--- src/rtl/ppu_background_fetch_sequencer.sv ---
// ppu_background_fetch_sequencer
// Sequences the four background VRAM reads for one tile (nametable,
// attribute, pattern low, pattern high) from loopy v, stages the returned
// bytes, and publishes a complete tile to the background shifters.
// Optional feature macro: PPU_BG_FETCH_ATTR_SELECT_EN -- when defined, the
// attribute output is reduced to the 2-bit quadrant palette selection.
//
// state  | meaning
// -------+-------------------------------------------------
// IDLE   | not fetching, address bus driven to 0
// NT     | nametable byte read (tile index)
// AT     | attribute byte read
// PT_LO  | pattern-table low bitplane read
// PT_HI  | pattern-table high bitplane read, coarse-X step
module ppu_background_fetch_sequencer #(
    parameter logic [13:0] NT_BASE          = 14'h2000,
    parameter logic [13:0] AT_OFFSET        = 14'h03C0,
    parameter int          CYCLES_PER_FETCH = 2
) (
    input  logic        i_clk,
    input  logic        i_reset_n,
    input  logic        i_fetch_en,
    input  logic [14:0] i_v,
    input  logic        i_pattern_table_sel,
    input  logic [7:0]  i_data,
    output logic [13:0] o_address,
    output logic        o_read,
    output logic        o_inc_x,
    output logic        o_tile_valid,
    output logic [7:0]  o_nametable,
    output logic [7:0]  o_attribute,
    output logic [7:0]  o_pattern_lo,
    output logic [7:0]  o_pattern_hi
);

    localparam logic [2:0] S_IDLE  = 3'd0;
    localparam logic [2:0] S_NT    = 3'd1;
    localparam logic [2:0] S_AT    = 3'd2;
    localparam logic [2:0] S_PT_LO = 3'd3;
    localparam logic [2:0] S_PT_HI = 3'd4;

    // Phase counter runs down from CYCLES_PER_FETCH-1; zero marks the last cycle.
    localparam logic [1:0] PHASE_LOAD = 2'(CYCLES_PER_FETCH - 1);

    logic [2:0]  state;
    logic [1:0]  phase_cnt;
    logic        phase_first;
    logic        phase_last;
    logic        tile_done;
    logic [7:0]  nt_byte;
    logic [7:0]  at_byte;
    logic [7:0]  lo_stage;
    logic [7:0]  attr_next;
    logic [13:0] pt_address;

    // Phase boundary decode and tile completion (also the coarse-X strobe).
    always_comb begin
        phase_first = (state != S_IDLE) && (phase_cnt == PHASE_LOAD);
        phase_last  = (state != S_IDLE) && (phase_cnt == 2'd0);
        tile_done   = (state == S_PT_HI) && phase_last && i_fetch_en;
        o_read      = phase_first;
        o_inc_x     = tile_done;
    end

    // Fetch state machine; dropping i_fetch_en anywhere abandons the tile.
    always_ff @(posedge i_clk or negedge i_reset_n) begin
        if (!i_reset_n) begin
            state     <= S_IDLE;
            phase_cnt <= 2'd0;
        end else if (state == S_IDLE) begin
            if (i_fetch_en) begin
                state     <= S_NT;
                phase_cnt <= PHASE_LOAD;
            end
        end else if (!i_fetch_en) begin
            state     <= S_IDLE;
            phase_cnt <= 2'd0;
        end else if (phase_last) begin
            phase_cnt <= PHASE_LOAD;
            case (state)
                S_NT:    state <= S_AT;
                S_AT:    state <= S_PT_LO;
                S_PT_LO: state <= S_PT_HI;
                S_PT_HI: state <= S_NT;
                default: state <= S_IDLE;
            endcase
        end else begin
            phase_cnt <= phase_cnt - 2'd1;
        end
    end

`ifdef PPU_BG_FETCH_ATTR_SELECT_EN
    logic [1:0] quad;

    // Quadrant bits {v[6], v[1]} are frozen with the attribute byte so a
    // later scroll update cannot change the selection.
    always_ff @(posedge i_clk or negedge i_reset_n) begin
        if (!i_reset_n) begin
            quad <= 2'd0;
        end else if (i_fetch_en && phase_last && (state == S_AT)) begin
            quad <= {i_v[6], i_v[1]};
        end
    end

    // Pick the 2-bit palette field for the tile's quadrant.
    always_comb begin
        attr_next = 8'h00;
        case (quad)
            2'd0:    attr_next[1:0] = at_byte[1:0];
            2'd1:    attr_next[1:0] = at_byte[3:2];
            2'd2:    attr_next[1:0] = at_byte[5:4];
            default: attr_next[1:0] = at_byte[7:6];
        endcase
    end
`else
    // Raw attribute byte; the consumer selects the quadrant.
    always_comb begin
        attr_next = at_byte;
    end
`endif

    // Stage the returned bytes at the edge that ends each phase.
    always_ff @(posedge i_clk or negedge i_reset_n) begin
        if (!i_reset_n) begin
            nt_byte  <= 8'h00;
            at_byte  <= 8'h00;
            lo_stage <= 8'h00;
        end else if (i_fetch_en && phase_last) begin
            case (state)
                S_NT:    nt_byte  <= i_data;
                S_AT:    at_byte  <= i_data;
                S_PT_LO: lo_stage <= i_data;
                default: ;
            endcase
        end
    end

    // Publish a finished tile; outputs hold until the next complete tile.
    always_ff @(posedge i_clk or negedge i_reset_n) begin
        if (!i_reset_n) begin
            o_tile_valid <= 1'b0;
            o_nametable  <= 8'h00;
            o_attribute  <= 8'h00;
            o_pattern_lo <= 8'h00;
            o_pattern_hi <= 8'h00;
        end else begin
            o_tile_valid <= tile_done;
            if (tile_done) begin
                o_nametable  <= nt_byte;
                o_attribute  <= attr_next;
                o_pattern_lo <= lo_stage;
                o_pattern_hi <= i_data;
            end
        end
    end

    // VRAM address for the current phase, 0 while idle.
    always_comb begin
        pt_address = {1'b0, i_pattern_table_sel, nt_byte, 1'b0, i_v[14:12]};
        o_address  = 14'h0000;
        case (state)
            S_NT:    o_address = NT_BASE | {2'b00, i_v[11:0]};
            S_AT:    o_address = NT_BASE | AT_OFFSET
                                 | {2'b00, i_v[11:10], 10'b0}
                                 | {8'b0, i_v[9:7], 3'b0}
                                 | {11'b0, i_v[4:2]};
            S_PT_LO: o_address = pt_address;
            S_PT_HI: o_address = pt_address | 14'h0008;
            default: o_address = 14'h0000;
        endcase
    end

endmodule

--- config.mk ---
export PLATFORM = sky130hd
export DESIGN_NAME = ppu_background_fetch_sequencer
export DESIGN_NICKNAME = d
export VERILOG_FILES = /design/src/rtl/ppu_background_fetch_sequencer.sv
export SDC_FILE = /design/constraint.sdc
export NUM_CORES = 1
export LEC_CHECK = 0
export BUFFER_PORTS_ARGS = -buffer_cell sky130_fd_sc_hd__buf_2
export CAP_MARGIN = 40
export CORE_ASPECT_RATIO = 1.75
export CORE_MARGIN = 1
export CORE_UTILIZATION = 45
export CTS_CLUSTER_DIAMETER = 40
export CTS_CLUSTER_SIZE = 24
export DETAILED_ROUTE_END_ITERATION = 12
export PLACE_DENSITY = 0.72
export SLEW_MARGIN = 20
export SYNTH_ARGS = -nofsm -noshare
export SYNTH_HDL_FRONTEND = slang
export SYNTH_SLANG_ARGS = --single-unit
--- constraint.sdc ---
create_clock -name i_clk -period 1.8 [get_ports i_clk]
set_clock_uncertainty 0.2 [all_clocks]
set_input_delay 0.18 -clock i_clk [delete_from_list [all_inputs] [get_ports i_clk]]
set_output_delay 0.18 -clock i_clk [all_outputs]
set_load 0.01 [all_outputs]
# Word-level counts from Yosys, hierarchy flattened
# Cells that the tools add are included.
[classes]
magnitude_cmp = 0
bitwise_logic = 2
reduce_logical = 12
n_shift = 0
n_mul = 0
n_mux = 10
div_mod_pow = 0
n_eq_ne = 7
n_addsub = 1
[op_table]
columns = ["op", "count"]
rows = [
  ["$pmux W14 S4", 1],
  ["$or A14 B3 Y14", 1],
  ["$or A14 B6 Y14", 1],
  ["$mux W3", 4],
  ["$pmux W3 S4", 1],
  ["$mux W2", 4],
  ["$reduce_and A2 Y1", 4],
  ["$eq A3 B2 Y1 const B", 2],
  ["$logic_and A1 B1 Y1", 5],
  ["$eq A3 B1 Y1 const B", 1],
  ["$eq A3 B3 Y1 const B", 1],
  ["$logic_not A3 Y1", 1],
  ["$ne A3 B1 Y1 const B", 1],
  ["$reduce_bool A3 Y1", 1],
  ["$eq A2 B1 Y1 const B", 1],
  ["$logic_not A2 Y1", 1],
  ["$ne A2 B2 Y1 const B", 1],
  ["$sub A2 B1 Y2 const B", 1],
]
[totals]
reg_bits = 62
in_bits = 27
memories = 0
elab_cells = 42
out_inout_bits = 49
latchBits = 0
rom_bits = 0
ramBits = 0

# Depth between registers and ports, before layout
[logic_depth]
ltp_word = 5
depth_mapped = 6
mapped_depth_nobuf = 3

# Worst setup path after synthesis
# No wires, ideal clock.
[synth_path]
path_kind = "register to register"
startpoint = "register phase_cnt[0]"
endpoint = "register lo_stage[0]"
stages_incl_launch_ff = 6
setup_time_ns = 0.125
required_time_ns = 1.475
path_slack_ns = -0.027
t_arrival_ns = 1.502
synth_period_minus_slack_ns = 1.827
cell_sequence = "dfrtp_1 clkbuf_1 nor4b_2 and3_1 buf_2 mux2_2"
[synth_via]
elab_chain_cells = 4
[synth_lines]
columns = ["item", "line", "rtl"]
rows = [
  ["start: declaration", "46", "logic [1:0] phase_cnt;"],
  ["start signal: assignment", "88", "phase_cnt <= phase_cnt - 2'd1;"],
  ["$logic_not A2 Y1", "59", "phase_last = (state != S_IDLE) && (phase_cnt == 2'd0);"],
  ["$logic_and A1 B1 Y1", "59", ""],
  ["$logic_and A1 B1 Y1", "128", "end else if (i_fetch_en && phase_last) begin"],
  ["$reduce_and A2 Y1 (no line)", "n/a", ""],
  ["end signal: assignment", "132", "S_PT_LO: lo_stage <= i_data;"],
  ["end: declaration", "52", "logic [7:0] lo_stage;"],
]
# Every way passes these cells.
# A chain may end at the register's enable or synchronous reset.

# Worst setup path after layout
[layout_path]
startpoint = "register state[1]"
endpoint = "output o_address[0]"
[layout_via]
elab_chain_cells = 2
elab_cells_between_ends = 5
[layout_lines]
columns = ["item", "line", "rtl"]
rows = [
  ["start: declaration", "45", "logic [2:0] state;"],
  ["start signal: assignment", "68", "state <= S_IDLE;"],
  ["start signal: assignment", "72", "state <= S_NT;"],
  ["start signal: assignment", "76", "state <= S_IDLE;"],
  ["$eq A3 B3 Y1, or another cell as far along", "161", "case (state)"],
  ["$pmux W14 S4 *", "161", ""],
  ["end: declaration", "26", "output logic [13:0] o_address,"],
]
# Mark *: on every way between the ends. The rest lies on a longest branch, timed or not.

==> results.md <==
* Synthesized-area fraction occupied by ao, oa, aoi and oai cells at 6.986%
* Fraction of final layout cells with drive strength greater than 1 at roughly 64%
* Final setup vio count at 53
* CP max stage cell: sky130_fd_sc_hd__dfrtp_2
* Proportion of netlist area held by the largest area contributor at between 50% and 60%
* Post-route cell area at 4145 µm²
* Classification of the worst-slack hold path: input port to register
* Die Width at 62.70 µm
* Final RePlAce weighted congestion at 0.7816
* H-tree level count at 3
* Starting density of the core at between 40% and 50%
* Number of sinks driven by the clock tree at 62
* Synthesized net count at between 200 and 250
* Post-synthesis share of cell area spent on xor and xnor gates at 0%
* Warning count from the yosys run at 0
* Result of the run: complete, but fails checks
* Number of gates on the worst path with buffers counted at 5
* Count of boundary I/O pins at 76
* Area growth syn-to-layout at 42.86%
* Count of maximum capacitance violations at 0
* Largest voltage drop on the vdd net at around 0.00067 V
* Placement-stage cell area at around 3500 µm²
* Final setup slack of the worst path at -208.2 ps
* Number of antenna violations at the first check in global routing at 0
* Leakage component of the power at about 2.2 nW
* Post-synth EDFFs at 0
* Category of the worst setup path launch point: register
* Root Buffer: sky130_fd_sc_hd__clkbuf_8
* ANT cells at 0
* Worst stage delay on the critical path at 480 ps
* Vias after detailed routing at about 2200
* Total power consumption of the routed design at 5.470 mW
* Maximum count of clock buffers along a single path at 2
* Total track usage at 21.30%
* Data arrival at the endpoint of the critical path at approximately 1600 ps
* Post-detailed-route wirelength per cell at ~17 µm
* Standard cell core area at between 6000 and 7000 µm²
* GRT overflow at 0
* TritonCTS Buffers at 9
* Number of buffers added on ports at 75
* Endpoint of the most critical register-to-register path: o_attribute[0]
* Adder and majority gate portion of the synthesized area at 0%
* Post-placement worst setup slack at 25.65 ps
* Library cell occupying the most area in the post-synthesis netlist: sky130_fd_sc_hd__dfrtp_1
* Final wirelength at around 7.0 mm
* Worst hold path cell count at 3
* Wire length of the first global-routing pass at 10.91 mm
* Half-perimeter wire length after detailed placement at between 4 and 5 mm
* Multiplexer share of the synthesized area at about 28%
* Worst slack on hold paths at ~80 ps
* Latest clock arrival within the worst-skew pair at around 340 ps
* Sequential area share after synthesis at 53.47%
* Drt first pass iters at 4
* Main synth FF type: sky130_fd_sc_hd__dfrtp_1
* Worst path required time at 1420 ps
* Basic-gate share of the synthesized area counting and, or, nand and nor cells at under 10%
* Final worst-path cycle share at 111.6%
* Async SR Flop Fraction at 100.0%
* Peak Freq at between 400 and 500 MHz
* Main combinational cell family by area after synthesis: multiplexers
* Dominant cell by count in the synthesized netlist: sky130_fd_sc_hd__dfrtp_1
* Die ar. at between 6000 and 7000 µm²
* Top cells by count, synth: 62 x sky130_fd_sc_hd__dfrtp_1, 29 x sky130_fd_sc_hd__mux2_4, 26 x sky130_fd_sc_hd__mux2_2
* Clk pin slew, worst setup/hold paths at approximately 70 ps
* Combined buffer and inverter count along the critical path at 2
* DRC viols at 0
* Setup repair after global routing missed its margin: true
* Antenna Violating Nets Remaining at 0
* Y dimension of the die at around 110 µm
* Final hold violation count at 0
* Post-synthesis register bit count at between 60 and 70
* Max-slew violations at 0
* Maximum number of pins on one net before global-route repair at between 40 and 50
* Biggest area contributors in the synthesized netlist: sky130_fd_sc_hd__dfrtp_1 53%, sky130_fd_sc_hd__mux2_4 15%, sky130_fd_sc_hd__mux2_2 10%
* Final instance count without filler cells at ~410
* Detailed router's first-iteration violation count at between 60 and 70
* Cells after synthesis at between 200 and 250
* Final-stage net count at 356
* Number of distinct library cells after synthesis at 32
* Critical path, cell by cell: buf_6 > mux2i_1 > nor2_1 > a211o_1 > buf_2
* Worst min-delay path startpoint: i_fetch_en
* Category of the critical setup timing path: register to primary output
* Vias in the first global route at approximately 2200
* TritonCTS clock tree: built
* Crit Reg-Reg Startpoint: state[1]
* Worst Hold Endpoint: phase_cnt[1]
* Reg2reg path depth at 6
* Failing checks: setup timing
* Pwr per Cell Area at approximately 1300 nW/µm²
* Num rows at 38
* Setup crit end kind: primary output
* Synthesized area per cell at about 14 µm²
* Crit path max-delay family: flip-flops
* # placed instances at around 370
* Slew headroom at between 60 and 70%
* Worst-margin pin slew at ~450 ps
* Max FO, Critical Path at 7
* Register-to-register path setup slack at -110 ps
* Mapped cell area at just under 3000 µm²
* Fin crit period at roughly 2000 ps
* Average via count per standard cell at between 5 and 6
-- how the worst max path moves through the flow --
stage                  start              to  slack (ps)
floorplan           state[0]  o_attribute[7]          10
global placement    state[0]      at_byte[2]          50
detailed placement  state[2]     lo_stage[3]          30
CTS                 state[1]   o_address[10]        -210
global route        state[1]    o_address[0]        -270
finish              state[1]    o_address[0]        -210
-- kinds of logic after synthesis --
logic type / Yosys count
and+or+nand+nor: 37
DFF: 62
buffers and inverters: 17
muxes: 64
AOI/OAI and AO/OA: 30
-- layout make-up --
cell class              count  area (µm²)
multi-input cells         131        1426
well taps                  80       100.1
inverters                   4       17.52
clock inverters             5       58.81
fillers                   452        2083
repair buffers            121       847.1
clock buffers              11       141.4
flip-flops and latches     62        1554
-- repair_timing --
| action | 4_1_cts | 5_1_grt |
|---|---|---|
| endpoints found under the setup margin | 16 | 70 |
| pin swaps | 24 | 8 |
| setup buffers | 10 | 6 |
| hold buffers | 10 | 0 |
| gates cloned | 0 | 1 |
| gates resized for setup | 41 | 24 |
| hold endpoints to repair | 96 | 0 |
-- cells in the final DEF, fill, tap and decap left out, types with 2 or more instances in the layout --
cell type                       netlist  routed
sky130_fd_sc_hd__a211o_1              6       6
sky130_fd_sc_hd__a211oi_1             2       2
sky130_fd_sc_hd__a21oi_1              9       2
sky130_fd_sc_hd__a21oi_2              0       7
sky130_fd_sc_hd__a22oi_2              0       4
sky130_fd_sc_hd__buf_12               0       2
sky130_fd_sc_hd__buf_2                6      74
sky130_fd_sc_hd__buf_4                0      19
sky130_fd_sc_hd__buf_6                3      15
sky130_fd_sc_hd__clkbuf_8             0      10
sky130_fd_sc_hd__clkinvlp_4           0       2
sky130_fd_sc_hd__dfrtp_1             62      60
sky130_fd_sc_hd__dfrtp_2              0       2
sky130_fd_sc_hd__dlygate4sd3_1        0      10
sky130_fd_sc_hd__inv_1                4       2
sky130_fd_sc_hd__mux2_2              26      18
sky130_fd_sc_hd__mux2_4              29      38
sky130_fd_sc_hd__mux2i_1              8       8
sky130_fd_sc_hd__nand2_1              6       4
sky130_fd_sc_hd__nand2_2              0       2
sky130_fd_sc_hd__nand2b_4             0       2
sky130_fd_sc_hd__nor2_1               8       7
sky130_fd_sc_hd__nor2b_1              4       2
sky130_fd_sc_hd__nor2b_4              0       2
sky130_fd_sc_hd__nor3b_1              7       4
sky130_fd_sc_hd__nor3b_2              0       3
sky130_fd_sc_hd__o21ai_0              2       2
sky130_fd_sc_hd__o22ai_1              4       4
-- state kept, by name, indices dropped and copies added, names as in the netlist, 3 cells and up --
name	count
o_pattern_lo	8
o_attribute	8
o_nametable	8
state	3
at_byte	8
o_pattern_hi	8
lo_stage	8
nt_byte	8
-- layer usage --
layer	vias to the layer above	part of all wire [%]	routed length (µm)	GRT usage, %
li1	1000	-	-	-
met1	1109	40	2820	23.29
met2	67	54	3767	39.05
met3	15	3.5	246	4.114
met4	0	2.9	207	10.13
met5	-	0	0	0
-- through the flow --
stage          utilization [%]  TNS [ps]
3_3_place_gp             55.89         0
3_5_place_dp             55.89         0
5_1_grt                  66.55     -9067
4_1_cts                  64.44     -2718
2_1_floorplan                -         0
6_report                 66.55     -4978
-- worst min-delay path, stage by stage --
cell	delay, ps
sky130_fd_sc_hd__buf_2	160
sky130_fd_sc_hd__mux2i_1	90
sky130_fd_sc_hd__and2_1	150
-- power breakdown --
part,internal [mW],switching (mW)
Clock,0.677,0.547
Combinational,1.17,0.854
Sequential,1.85,0.367
(Power assumes the default switching activity.)
